$ cat src/rtl/dot_operand_feeder.sv
// Operand feeder for the dot-product Multiplier: packs (A,B) pairs into memA/memB lanes
// and registers memR as a valid/ready result. Define DOT_FEEDER_OVERLAP_EN to fill the next vector during OUT.
module dot_operand_feeder #(
    parameter int N_COLS     = 4,
    parameter int DATA_WIDTH = 32
) (
    input  logic                  clk,
    input  logic                  rst,
    input  logic                  in_valid,
    output logic                  in_ready,
    input  logic [DATA_WIDTH-1:0] in_a,
    input  logic [DATA_WIDTH-1:0] in_b,
    input  logic                  in_last,
    output logic [DATA_WIDTH-1:0] memA [N_COLS],
    output logic [DATA_WIDTH-1:0] memB [N_COLS],
    input  logic [DATA_WIDTH-1:0] mul_r,
    output logic                  res_valid,
    input  logic                  res_ready,
    output logic [DATA_WIDTH-1:0] res_data,
    output logic                  res_short
);

    localparam int              IDX_W    = $clog2(N_COLS);
    localparam logic [IDX_W-1:0] LAST_IDX = IDX_W'(N_COLS - 1);

    typedef enum logic [1:0] {FILL, CAPTURE, OUT} state_t;

    state_t                  state_q;
    logic [IDX_W-1:0]        idx_q;
    logic [IDX_W-1:0]        idx_d;
    logic                    short_q;
    logic                    in_ready_q;
    logic                    res_valid_q;
    logic                    res_short_q;
    logic [DATA_WIDTH-1:0]   res_data_q;
    logic [DATA_WIDTH-1:0]   mem_a_q [N_COLS];
    logic [DATA_WIDTH-1:0]   mem_b_q [N_COLS];
`ifdef DOT_FEEDER_OVERLAP_EN
    logic                    full_q;
`endif

    logic accept;
    logic pair_done;
    logic consume;

    always_comb begin
        accept    = in_valid && in_ready_q;
        pair_done = accept && (in_last || (idx_q == LAST_IDX));
        consume   = res_valid_q && res_ready;
        idx_d     = idx_q + 1'b1;
    end

    always_ff @(posedge clk) begin
        if (rst) begin
            state_q     <= FILL;
            idx_q       <= '0;
            short_q     <= 1'b0;
            in_ready_q  <= 1'b0;
            res_valid_q <= 1'b0;
            res_short_q <= 1'b0;
            res_data_q  <= '0;
`ifdef DOT_FEEDER_OVERLAP_EN
            full_q      <= 1'b0;
`endif
            for (int unsigned i = 0; i < N_COLS; i++) begin
                mem_a_q[i] <= '0;
                mem_b_q[i] <= '0;
            end
        end else begin
            case (state_q)
                FILL: begin
                    in_ready_q <= 1'b1;
                    if (accept) begin
                        mem_a_q[idx_q] <= in_a;
                        mem_b_q[idx_q] <= in_b;
                        idx_q          <= idx_d;
                    end
                    if (pair_done) begin
                        short_q    <= (idx_q != LAST_IDX);
                        in_ready_q <= 1'b0;
                        state_q    <= CAPTURE;
                    end
                end
                CAPTURE: begin
                    // memA/memB are stable here, so mul_r reflects the complete vector
                    res_data_q  <= mul_r;
                    res_short_q <= short_q;
                    res_valid_q <= 1'b1;
                    idx_q       <= '0;
                    for (int unsigned i = 0; i < N_COLS; i++) begin
                        mem_a_q[i] <= '0;
                        mem_b_q[i] <= '0;
                    end
`ifdef DOT_FEEDER_OVERLAP_EN
                    full_q      <= 1'b0;
                    in_ready_q  <= 1'b1;
`else
                    in_ready_q  <= 1'b0;
`endif
                    state_q     <= OUT;
                end
                OUT: begin
`ifdef DOT_FEEDER_OVERLAP_EN
                    if (accept) begin
                        mem_a_q[idx_q] <= in_a;
                        mem_b_q[idx_q] <= in_b;
                        idx_q          <= idx_d;
                    end
                    if (pair_done) begin
                        full_q     <= 1'b1;
                        short_q    <= (idx_q != LAST_IDX);
                        in_ready_q <= 1'b0;
                    end
                    // A vector completing in the same cycle the result leaves goes straight to CAPTURE
                    if (consume) begin
                        res_valid_q <= 1'b0;
                        if (full_q || pair_done) begin
                            state_q    <= CAPTURE;
                            in_ready_q <= 1'b0;
                        end else begin
                            state_q    <= FILL;
                            in_ready_q <= 1'b1;
                        end
                    end
`else
                    if (consume) begin
                        res_valid_q <= 1'b0;
                        in_ready_q  <= 1'b1;
                        state_q     <= FILL;
                    end
`endif
                end
                default: begin
                    state_q    <= FILL;
                    in_ready_q <= 1'b0;
                end
            endcase
        end
    end

    assign in_ready  = in_ready_q;
    assign res_valid = res_valid_q;
    assign res_data  = res_data_q;
    assign res_short = res_short_q;
    assign memA      = mem_a_q;
    assign memB      = mem_b_q;

endmodule

$ cat config.mk
export PLATFORM = sky130hd
export DESIGN_NAME = dot_operand_feeder
export DESIGN_NICKNAME = d
export VERILOG_FILES = /design/src/rtl/dot_operand_feeder.sv
export SDC_FILE = /design/constraint.sdc
export NUM_CORES = 1
export LEC_CHECK = 0
export CAP_MARGIN = 20
export CORE_MARGIN = 4
export CORE_UTILIZATION = 44
export CTS_BUF_LIST = sky130_fd_sc_hd__clkbuf_16
export DETAILED_ROUTE_END_ITERATION = 6
export PLACE_DENSITY_LB_ADDON = 0.08
export SYNTH_ARGS = -nofsm -noshare
export SYNTH_HDL_FRONTEND = slang
export SYNTH_SLANG_ARGS = --single-unit
$ cat constraint.sdc
create_clock -name clk -period 1.6 [get_ports clk]
set_clock_uncertainty 0.05 [all_clocks]
set_input_delay 0.32 -clock clk [delete_from_list [all_inputs] [get_ports clk]]
set_output_delay 0.32 -clock clk [all_outputs]
set_load 0.05 [all_outputs]
==> flow_summary_export.csv, run 1 <==
group,metric,value,unit
status,status,"complete, no violations",
worst_setup_path,critPathCaptureType,"flop",
cts,clk-insertion-delay-late,0.54,ns
die,die_y,164,um
synthesis,synth.net_count,1404,
cts,cts_tree,"done",
global_route,antenna_found_initial,1,
synthesis,syn_avg_cell_area,8.21,um^2
power,p_per_area,878,nW/um^2
detailed_routing,vias_per_cell,5.09,
global_route,grt.total_usage,25.6,%
detailed_routing,routedWlPerCell,18.4,um
die,rows,56,
sta,tns,0,ns
die,die_x,164,um
worst_setup_path,crit_chain,"inv_1 -> ha_1 -> and4b_2 -> buf_12 -> nand2_1 -> a21oi_1",
power,p_leak,6.72,nW
cells_and_area,fin_nets,1787,
cells_and_area,layout-drive-gt1-share,23.5,%
cts,hold_buffers,0,
detailed_routing,drc,0,
cts,htree_levels,1,
worst_setup_path,cpPeakStageDelay,0.33,ns
worst_setup_path,worstSetupPathType,"flop to flop",
worst_setup_path,crit_path_start_kind,"flop",
sta,maxSlewHeadroom,70.9,%
synthesis,ys_warn_count,0,
synthesis,synth_area,10700,um^2
cells_and_area,mostFrequentLayoutCells,"575 x nand2_1, 293 x dfxtp_1, 290 x a21oi_1, 277 x buf_12, 100 x clkdlybuf4s50_1",
global_route,grt_pass1_wl,54800,um
worst_setup_path,cp_slowest_cell,"dfxtp_2",
worst_setup_path,reg2reg_slack,0.05,ns
detailed_routing,dr_wl_met2,18300,um
job,maxCapViolations,0,
worst_hold_path,hp-class,"primary input to flop",
detailed_routing,ant_nets,0,
cts,cts-root-buf,"clkbuf_16",
global_route,grt_max_degree,42,
sta,min_period,1.55,ns
synthesis,netlist_top_cells_area,"dfxtp_1 56%, nand2_1 20%, a21oi_1 14%",
worst_setup_path,cp.required,2.00,ns
power,peakVddDrop,0.892,mV
global_route,grt_overflow,0,
sta,worst_pin_slew,0.436,ns
synthesis,ys_ff_latch,296,
sta,finalSetupViolations,0,
cts,clkTransAtPathRegs,0.06,ns
sta,drv_slew,0,
die,ios,392,
detailed_routing,vias,10300,
cells_and_area,postLayoutCoreUtil,77.4,%
place,port_buffers,391,
place,hpwl,25900,um
worst_setup_path,cp.arrival,1.95,ns
cts,cts_buffers,31,
cells_and_area,final_common_cell,"nand2_1",
detailed_routing,drt-initial-drc-count,640,
worst_setup_path,critPathMaxFanout,37,
detailed_routing,totalWireLength,37300,um
sta,hold_viol,0,
sta,fin_crit_sh,97.0,%
detailed_routing,drtPass1Iterations,5,
cts,numClockSinks,296,
detailed_routing,wl_met3,3720,um
cells_and_area,area_delta_synth_final,71.9,%
synthesis,yosysUniqueCellTypes,24,
synthesis,synth_top_cell_area_share,55.5,%
die,start_util,45.0,%
global_route,grt_pass1_vias,10000,
place,routabilityCongestion,0.822,
synthesis,synth_top_area_cell,"dfxtp_1",
detailed_routing,m1WireLength,13900,um
synthesis,netlist_instances,1299,
cts,cts.path.max_buffers,3,
detailed_routing,routed.top_layer,"met5",
die,coreArea,23700,um^2
die,die-area,26800,um^2
sta,max_freq,644,MHz
synthesis,synth_seq_area_share,55.5,%
==> registers in the layout, summed over array words and instances, names as in the netlist <==
signal / count
res_short: 1
in_ready: 1
res_data: 32
memA: 128
res_valid: 1
memB: 128
idx_q: 2
state_q: 2
short_q: 1
==> critical path: cells and delay by family, from the launching register on <==
kind            cells  cell delay (ns)
compound gates      1             0.20
fa+ha+maj           1             0.17
buf+inv             2             0.33
flops               1             0.33
simple gates        2             0.36
==> path summary, 6_finish.rpt <==
path              cells past startpoint                   endpoint                 startpoint
setup / recovery                      6      memB[54]$_SDFFE_PP0P_      idx_q[0]$_SDFFE_PP0P_
hold / removal                        3  res_data[29]$_SDFFE_PP0P_                  mul_r[29]
setup reg to reg                      6      memB[54]$_SDFFE_PP0P_      idx_q[0]$_SDFFE_PP0P_
hold reg to reg                       2  res_data[23]$_SDFFE_PP0P_  res_data[23]$_SDFFE_PP0P_
==> cell families (layout without fill, tap and decap cells) <==
family                     count (synthesis)  in the layout  synth area share, %
buffers and inverters                    102            505                 8.00
xor gates and xnor gates                   1              1               0.0821
AOI/OAI and AO/OA                        294            294                 13.9
adders and majority gates                  4              4                0.469
DFF                                      296            296                 55.5
and+or+nand+nor                          602            602                 22.1
other                                      0              1                    0
==> area by class of cell <==
type | count | area (um^2)
clock buffers | 31 | 776
inverters | 2 | 7.51
fillers | 1589 | 5350
diodes | 1 | 2.50
repair buffers | 450 | 7210
multi-input cells | 901 | 3920
clock inverters | 22 | 92.6
well taps | 319 | 399
flip-flops and latches | 296 | 5930
==> power breakdown <==
group          switching, mW  internal (mW)
combinational           1.17          0.988
clock                   2.81           3.46
sequential             0.150           7.52
total                   4.13           12.0
==> cells in the mapped netlist <==
library cell,instances
buf_8,6
nand2b_1,2
xnor2_1,1
ha_1,4
clkbuf_1,5
dfxtp_1,296
buf_2,37
nand2_1,575
nor2_1,5
buf_4,9
nand4b_1,4
a32oi_1,1
and3b_1,1
nor2b_1,1
buf_6,43
nand3_1,2
nand3b_1,5
inv_1,2
o21ai_0,1
a211oi_1,1
a21oi_1,291
nor4_1,2
and4b_1,4
and4bb_2,1
==> stage by stage <==
stage	total power [mW]	area, um^2	setup slack [ns]	hold slack, ns	cells
2_1_floorplan	8.74	10700	0.172	0.382	1299
3_3_place_gp	9.87	17200	-0.239	0.392	1957
3_5_place_dp	9.90	17200	-0.295	0.397	1957
4_1_cts	16.1	18100	0.0154	0.254	2010
5_1_grt	16.6	18300	-0.0462	0.260	2021
6_report	16.1	18300	0.0473	0.274	2022
==> layer usage <==
metal	track usage, %	up-vias
met5	0	-
met2	43.9	409
met3	9.49	76
li1	-	4942
met1	29.2	4855
met4	9.04	2
==> what timing repair did <==
action                     in CTS  in global routing
setup endpoints to repair       1                165
buffers inserted                0                  4
gates resized for setup         2                 10
cloned                          0                  7
Power figures use the tool's default switching activity.
==> run 2, diff against run 1 <==
--- a/config.mk
+++ b/config.mk
@@ -10,6 +10,7 @@
 export CORE_UTILIZATION = 44
 export CTS_BUF_LIST = sky130_fd_sc_hd__clkbuf_16
 export DETAILED_ROUTE_END_ITERATION = 6
+export HOLD_SLACK_MARGIN = 0.06
 export PLACE_DENSITY_LB_ADDON = 0.08
 export SYNTH_ARGS = -nofsm -noshare
 export SYNTH_HDL_FRONTEND = slang
==> results of run 2 <==
The final DEF is identical to that of run 1; final timing and power are the same.
==> run 3, diff against run 2 <==
--- a/config.mk
+++ b/config.mk
@@ -9,6 +9,7 @@
 export CORE_MARGIN = 4
 export CORE_UTILIZATION = 44
 export CTS_BUF_LIST = sky130_fd_sc_hd__clkbuf_16
+export CTS_CLUSTER_DIAMETER = 200
 export DETAILED_ROUTE_END_ITERATION = 6
 export HOLD_SLACK_MARGIN = 0.06
 export PLACE_DENSITY_LB_ADDON = 0.08
==> results of run 3 <==
The final DEF is identical to that of run 1; final timing and power are the same.
